===== src/rtl/axis_frame_peak_if.sv =====
// AXI-Stream bundle (data, valid, last, ready) shared by the summary stage's
// input magnitude stream and its output summary stream.
interface axis_frame_peak_if #(
    parameter int DATA_W = 64
);
    logic [DATA_W-1:0] tdata;
    logic              tvalid;
    logic              tlast;
    logic              tready;

    modport master (
        output tdata,
        output tvalid,
        output tlast,
        input  tready
    );

    modport slave (
        input  tdata,
        input  tvalid,
        input  tlast,
        output tready
    );
endinterface


===== src/rtl/axis_frame_peak.sv =====
// Per-frame magnitude statistics: accumulates sum, peak and peak position over
// each frame and emits one 128-bit summary beat when the frame closes.
module axis_frame_peak #(
    parameter int FRAME_LEN = 4096,
    parameter int MAG_LSB   = 40,
    parameter int MAG_W     = 24
) (
    input  logic                  s00_axis_aclk,
    input  logic                  s00_axis_areset,
    axis_frame_peak_if.slave      s00_axis,
    axis_frame_peak_if.master     m00_axis
);
    localparam int LOG2_LEN = $clog2(FRAME_LEN);
    localparam int CNT_W    = LOG2_LEN + 1;
    localparam int SUM_W    = MAG_W + LOG2_LEN;

    typedef enum logic {EMPTY, FULL} out_state_t;

    out_state_t         state_reg;
    logic [CNT_W-1:0]   cnt_reg;
    logic [SUM_W-1:0]   sum_reg;
    logic [MAG_W-1:0]   peak_reg;
    logic [15:0]        pidx_reg;
    logic [15:0]        seq_reg;
    logic [127:0]       m_tdata_reg;
    logic               m_tvalid_reg;

    logic [MAG_W-1:0]   mag;
    logic               at_len;
    logic               closing;
    logic               accept;
    logic               frame_close;
    logic               take;
    logic [CNT_W-1:0]   cnt_next;
    logic [SUM_W-1:0]   sum_next;
    logic [MAG_W-1:0]   peak_next;
    logic [15:0]        pidx_next;
    logic [127:0]       summary_next;
    logic               unused_tdata;

    assign mag          = s00_axis.tdata[MAG_LSB +: MAG_W];
    assign unused_tdata = ^s00_axis.tdata;

    assign at_len  = (cnt_reg == CNT_W'(FRAME_LEN - 1));
    assign closing = s00_axis.tlast || at_len;

    // Only a closing beat can collide with a pending summary, so only it stalls.
    assign s00_axis.tready = !s00_axis_areset &&
                             !((state_reg == FULL) && !m00_axis.tready && closing);

    assign accept      = s00_axis.tvalid && s00_axis.tready;
    assign frame_close = accept && closing;

    // First beat always seeds the peak; strict compare keeps the earliest tie.
    assign take      = (cnt_reg == '0) || (mag > peak_reg);
    assign cnt_next  = cnt_reg + CNT_W'(1);
    assign sum_next  = sum_reg + SUM_W'(mag);
    assign peak_next = take ? mag : peak_reg;
    assign pidx_next = take ? 16'(cnt_reg) : pidx_reg;

    always_comb begin
        summary_next          = '0;
        summary_next[127:80]  = 48'(sum_next);
        summary_next[79:56]   = 24'(peak_next);
        summary_next[55:40]   = pidx_next;
        summary_next[39:24]   = 16'(cnt_next);
        summary_next[23:8]    = seq_reg;
        summary_next[1]       = at_len && !s00_axis.tlast;
        summary_next[0]       = s00_axis.tlast && !at_len;
    end

    always_ff @(posedge s00_axis_aclk) begin
        if (s00_axis_areset) begin
            state_reg    <= EMPTY;
            m_tvalid_reg <= 1'b0;
            m_tdata_reg  <= '0;
            cnt_reg      <= '0;
            sum_reg      <= '0;
            peak_reg     <= '0;
            pidx_reg     <= '0;
            seq_reg      <= '0;
        end else begin
            if (accept) begin
                if (closing) begin
                    cnt_reg  <= '0;
                    sum_reg  <= '0;
                    peak_reg <= '0;
                    pidx_reg <= '0;
                    seq_reg  <= seq_reg + 16'd1;
                end else begin
                    cnt_reg  <= cnt_next;
                    sum_reg  <= sum_next;
                    peak_reg <= peak_next;
                    pidx_reg <= pidx_next;
                end
            end

            case (state_reg)
                EMPTY: begin
                    if (frame_close) begin
                        state_reg    <= FULL;
                        m_tvalid_reg <= 1'b1;
                        m_tdata_reg  <= summary_next;
                    end
                end
                FULL: begin
                    // A close here implies downstream took the old summary this cycle.
                    if (frame_close) begin
                        m_tdata_reg <= summary_next;
                    end else if (m00_axis.tready) begin
                        state_reg    <= EMPTY;
                        m_tvalid_reg <= 1'b0;
                    end
                end
                default: begin
                    state_reg    <= EMPTY;
                    m_tvalid_reg <= 1'b0;
                end
            endcase
        end
    end

    assign m00_axis.tdata  = m_tdata_reg;
    assign m00_axis.tvalid = m_tvalid_reg;
    assign m00_axis.tlast  = m_tvalid_reg;
endmodule


===== src/flat_wrapper.sv =====
// flat-port wrapper written by rule: the top's interface ports become plain ports
module axis_frame_peak_flat 
#(
    parameter int FRAME_LEN = 4096,
    parameter int MAG_LSB   = 40,
    parameter int MAG_W     = 24
)
  (s00_axis_aclk, s00_axis_areset, s00_axis_tdata, s00_axis_tvalid, s00_axis_tlast, s00_axis_tready, m00_axis_tdata, m00_axis_tvalid, m00_axis_tlast, m00_axis_tready);
  axis_frame_peak_if #(.DATA_W(64)) s00_axis_i ();
  axis_frame_peak_if #(.DATA_W(128)) m00_axis_i ();
  input  logic s00_axis_aclk;
  input  logic s00_axis_areset;
  input wire logic [$bits(s00_axis_i.tdata)-1:0] s00_axis_tdata;
  input wire logic [$bits(s00_axis_i.tvalid)-1:0] s00_axis_tvalid;
  input wire logic [$bits(s00_axis_i.tlast)-1:0] s00_axis_tlast;
  output wire logic [$bits(s00_axis_i.tready)-1:0] s00_axis_tready;
  output wire logic [$bits(m00_axis_i.tdata)-1:0] m00_axis_tdata;
  output wire logic [$bits(m00_axis_i.tvalid)-1:0] m00_axis_tvalid;
  output wire logic [$bits(m00_axis_i.tlast)-1:0] m00_axis_tlast;
  input wire logic [$bits(m00_axis_i.tready)-1:0] m00_axis_tready;
  assign s00_axis_i.tdata = s00_axis_tdata;
  assign s00_axis_i.tvalid = s00_axis_tvalid;
  assign s00_axis_i.tlast = s00_axis_tlast;
  assign s00_axis_tready = s00_axis_i.tready;
  assign m00_axis_tdata = m00_axis_i.tdata;
  assign m00_axis_tvalid = m00_axis_i.tvalid;
  assign m00_axis_tlast = m00_axis_i.tlast;
  assign m00_axis_i.tready = m00_axis_tready;
  axis_frame_peak #(.FRAME_LEN(FRAME_LEN), .MAG_LSB(MAG_LSB), .MAG_W(MAG_W)) u_core (.s00_axis_aclk(s00_axis_aclk), .s00_axis_areset(s00_axis_areset), .s00_axis(s00_axis_i), .m00_axis(m00_axis_i));
endmodule

===== config.mk =====
export PLATFORM = sky130hd
export DESIGN_NAME = axis_frame_peak_flat
export DESIGN_NICKNAME = d
export VERILOG_FILES = /design/src/rtl/axis_frame_peak_if.sv /design/src/rtl/axis_frame_peak.sv /design/src/flat_wrapper.sv
export SDC_FILE = /design/constraint.sdc
export NUM_CORES = 1
export LEC_CHECK = 0
export CAP_MARGIN = 40
export CORE_AREA = 2 2 155 157
export CTS_BUF_LIST = sky130_fd_sc_hd__clkbuf_2
export DETAILED_ROUTE_END_ITERATION = 10
export DIE_AREA = 0 0 157 159
export PLACE_DENSITY = 0.72
export SETUP_SLACK_MARGIN = 0.3
export SYNTH_ARGS = -nofsm -noshare
export SYNTH_HDL_FRONTEND = slang
export SYNTH_SLANG_ARGS = --single-unit

===== constraint.sdc =====
create_clock -name s00_axis_aclk -period 2.7 [get_ports s00_axis_aclk]
set_input_delay 0.27 -clock s00_axis_aclk [delete_from_list [all_inputs] [get_ports s00_axis_aclk]]
set_output_delay 0.27 -clock s00_axis_aclk [all_outputs]
set_load 0.05 [all_outputs]

* After elaboration in Yosys (flattened, before gate mapping)
Index checks and enable logic that the tools add are counted.
Word-level totals: register bits 235, input port bits 69, output and inout bits 131, word-level logic and storage cells 49
Cells by class: $add $sub $neg 3, $lt $le $gt $ge 1, eq/ne operators 4, muxes and demuxes 15, bitwise operators 1, reduce and logical (&&, ||, !) cells 17
Operator list (count):
- 128-bit 2-to-1 mux | 1
- 24-bit 2-to-1 mux | 2
- 36-bit by 24-bit adder with 36-bit output | 1
- 36-bit 2-to-1 mux | 1
- 16-bit 2-to-1 mux | 2
- 24-bit > comparator | 1
- 16-bit by 1-bit adder with 16-bit output (second input constant) | 1
- 13-bit by 1-bit adder with 13-bit output (second input constant) | 1
- 13-bit by 12-bit == test with 1-bit output (second input constant) | 1
- 13-bit zero test | 1
- 13-bit 2-to-1 mux | 1
- 1-bit logical AND | 7
- 1-bit 2-to-1 mux | 6
- 1-bit zero test | 5
- 2-bit != test (second input constant) | 2
- 1-bit case mux with 2 select lines | 2
- 3-bit AND reduction | 1
- 1-bit logical OR | 2
- 2-bit by 1-bit != test with 1-bit output (second input constant) | 1
- 2-bit AND reduction | 1
- 1-bit NOT | 1

* Logic depth before layout (Yosys ltp)
word-level depth 9, mapped depth 11, depth with buffers taken out 11

* Worst setup path before layout
No wires, ideal clock.
path type register -> register, from register u_core.sum_reg[0], to register u_core.m_tdata_reg[108], in the netlist u_core.m00_axis.tdata[108], library setup time 0.133 ns, arrival 2.395 ns, required time 2.567 ns, setup slack 0.172 ns, stages on the path, launching flop included 12, path buffers 0, period minus slack after synthesis 2.528 ns, cells stage by stage dfxtp_1 -> ha_1 -> inv_1 -> fa_1 -> nor2b_1 -> o31a_1 -> o21ai_1 -> a31oi_1 -> a31oi_1 -> o21ai_2 -> mux2i_1 -> o22ai_1
On the way: longest elaborated chain between the ends 2
Ends and longest elaborated chain:
- start: declaration | line axis_frame_peak.sv:21 | logic [SUM_W-1:0] sum_reg;
- start signal: assignment | line axis_frame_peak.sv:92 | sum_reg <= sum_next;
- 36-bit by 24-bit adder with 36-bit output | line axis_frame_peak.sv:57 | assign sum_next = sum_reg + SUM_W'(mag);
- 128-bit 2-to-1 mux | line axis_frame_peak.sv:100, axis_frame_peak.sv:108
- end signal: assignment | line axis_frame_peak.sv:103 | m_tdata_reg <= summary_next;
- end signal: assignment | line axis_frame_peak.sv:109 | m_tdata_reg <= summary_next;
- end: declaration | line axis_frame_peak.sv:25 | logic [127:0] m_tdata_reg;
No other way between the ends. The select of a mux whose other input is x is not followed. A chain may end at the register's enable or synchronous reset.

* Final worst setup path
from register u_core.peak_reg[22], to register u_core.peak_reg[14]
On the way: longest elaborated chain between the ends 4
Ends and longest elaborated chain:
- start: declaration | line axis_frame_peak.sv:22 | logic [MAG_W-1:0] peak_reg;
- start signal: assignment | line axis_frame_peak.sv:93 | peak_reg <= peak_next;
- 24-bit > comparator | line axis_frame_peak.sv:55 | assign take = (cnt_reg == '0) || (mag > peak_reg);
- 1-bit logical OR | line axis_frame_peak.sv:55
- 24-bit 2-to-1 mux | line axis_frame_peak.sv:58 | assign peak_next = take ? mag : peak_reg;
- 24-bit 2-to-1 mux | line axis_frame_peak.sv:84 | if (closing) begin
No other way between the ends.

==> metrics <==
maximum clock path buffer count 3; first-pass GRT wire length 50,770 um; largest net degree at the start of global routing 71; Power Density 468.9 nW/um^2; Worst Skew 0.1336 ns; max_cap viols 0; dpl ws -0.6485 ns; critical path type flip-flop to flip-flop; core box area 23,190 um^2; Synth Flop Type dfxtp_1; Mapped Area 10,310 um^2; Core Util, Final 63.99%; clock buffer count from CTS 55; Finished Cell Area 14,840 um^2; GR Overflow Total 0; detailed-route via count 10,170; EDFF count, synth 0; crit start category flip-flop; Initial Util 44.47%; Min-Delay Path Class primary input to flip-flop; drt wl/cell 17.74 um; CP Max Fanout 7; Tcrit/Tclk final 103.9%; Synth Instances 1,188; num ports 200; fin. max-slew vios 0; YS warnings 0; final std cells w/o fill 1,858; share of post-route cells with drive strength above 1 27.98%; clock-pin transition on the worst setup and hold timing paths 0.11 ns; Final min period 2.806 ns; number of synthesized register bits 214; hpwl dp 20,940 um; clk_lat worst skew 0.90 ns; drt initial violations 617; most common library cell in the layout ignoring fill and taps dfxtp_1; Fin. Hold Viols 0; Layout fillers 1,893; worst reg2reg setup slack -0.11 ns; clk sinks 214; unique cell type count in the Yosys netlist 67; dpl cells 1,707; Crit path arrival time 3.48 ns; most frequent cells in the layout dfxtp_1 (189), buf_4 (158), nand2_1 (149), clkdlybuf4s50_1 (110), nor2_1 (88); root buf cell clkbuf_2; placed inst area 12,900 um^2; nets@finish 1,624; syn_area_per_cell 8.682 um^2; CTS tree yes; # DRC 0; DRT Pass-1 Iters 5; Seq/Total Area, Yosys 41.54%; vias in the first global route 9,909; slew at the pin closest to its max-slew limit 0.8356 ns; # setup viols final 55; die area 24,960 um^2; antenna violations before repair 1; crit path launch u_core.peak_reg[22]; asr flop ratio synth 0%; worst endpoint required time 3.37 ns; RSZ-0062 raised after global routing yes; H-tree depth 2; DR vias/cell 5.474; Routed WL 32,950 um; slew margin rel. 44.29%; RD Place Congestion 0.8838; Leak Pwr 6.204 nW; multi-input logic area 6205 um^2; setup_tns -2.010 ns; Die X 157 um; I/O Buffers 138; number of flip-flops in the largest register 107; Max VDD drop 277.5 uV; Die Span Y 159 um; r2r startpoint u_core.peak_reg[22]; GRT Util Overall 25.04%; Routed Antenna Nets 0; Reg area 4333 um^2; row count 56; failing checks negative setup slack; Crit. End Element flip-flop; Area growth syn-to-layout 43.89%; status complete, but fails checks; Hold Startpoint s00_axis_tdata[48]; post-route setup slack -0.1061 ns; upper clock frequency limit 356.4 MHz
## cell usage after synthesis (4+ instances only)
master | number | area share, %
a211oi_1 | 23 | 1.7
a21o_1 | 21 | 1.5
a21oi_1 | 80 | 3.9
a22o_1 | 49 | 4.2
a22oi_1 | 19 | 1.4
a311oi_1 | 4 | 0.34
a31oi_1 | 12 | 0.73
and2_1 | 5 | 0.30
and3_1 | 20 | 1.2
buf_2 | 17 | 0.82
buf_4 | 25 | 1.8
clkbuf_1 | 56 | 2.0
dfxtp_1 | 214 | 42
ha_1 | 51 | 6.2
inv_1 | 36 | 1.3
mux2i_1 | 39 | 3.8
nand2_1 | 150 | 5.5
nand2b_1 | 6 | 0.36
nand3_1 | 25 | 1.2
nand4_1 | 17 | 1.0
nor2_1 | 95 | 3.5
nor2b_1 | 12 | 0.73
nor3_1 | 18 | 0.87
o21a_1 | 10 | 0.73
o21ai_0 | 22 | 1.1
o21ai_1 | 48 | 2.3
o22ai_1 | 5 | 0.30
or3_1 | 10 | 0.61
xnor2_1 | 24 | 2.0
xor2_1 | 23 | 2.0
## metal layers
metal  up-vias  routed length, um  GRT usage, %
li1       4844                  -             -
met1      4820              13340         30.70
met2       422              16230         42.74
met3        85               2272         4.981
met4         0               1117         10.22
met5         -                  0             0
## cells by family (layout without fill, tap and decap cells)
family	count (synthesis)	in the layout	share of synthesized area, %
simple gates	375	375	16.86
compound gates	323	323	21.16
flops	214	214	41.54
buf+inv	135	464	6.029
fa+ha+maj	52	52	6.381
xor+xnor	47	47	3.991
mux	41	41	4.003
other cells	1	23	0.03636
## path summary, 6_finish.rpt
kind / cells past startpoint / endpoint
worst max-delay path: 11 / u_core.peak_reg[14]
worst min-delay path: 2 / u_core.peak_reg[8]
worst max register to register: 11 / u_core.peak_reg[14]
worst min register to register: 2 / u_core.m00_axis.tdata[53]
## power breakdown
group          leakage [nW]  internal (W)  switching, W
clock network         0.369      0.000829       0.00134
logic                  4.09      0.000611      0.000871
registers              1.75       0.00324     0.0000641
## metrics by stage
step                power (W)  hold WS, ns
floorplan            0.004154       0.3852
global placement     0.004622       0.4379
detailed placement   0.004647       0.4413
CTS                  0.006899      0.07771
global route         0.007272      0.08698
finish               0.006959       0.1254
## worst max-delay path, stage by stage, from the launching register on
cell,delay [ns]
dfxtp_2,0.37
inv_2,0.05
ha_4,0.26
nand4_1,0.20
or3_4,0.45
a2111oi_4,0.20
buf_4,0.18
o41ai_4,0.09
buf_6,0.16
o21a_4,0.25
buf_12,0.15
a22o_1,0.23
## final cells by class
cell class,instances,area share [%]
multi-input cells,859,41.81
flip-flops and latches,214,29.20
repair buffers,337,22.30
clock buffers,87,2.934
well taps,319,2.689
inverters,36,0.9105
clock inverters,4,0.1265
diodes,2,0.03372
## repair_timing
action	in CTS	in global routing
hold buffers	3	0
gates cloned	5	3
setup buffers	31	16
gates resized for setup	112	92
endpoints found under the setup margin	177	161
pin swaps	54	59
hold endpoints to repair	7	0
No activity file was read; power rests on OpenSTA's default activity.
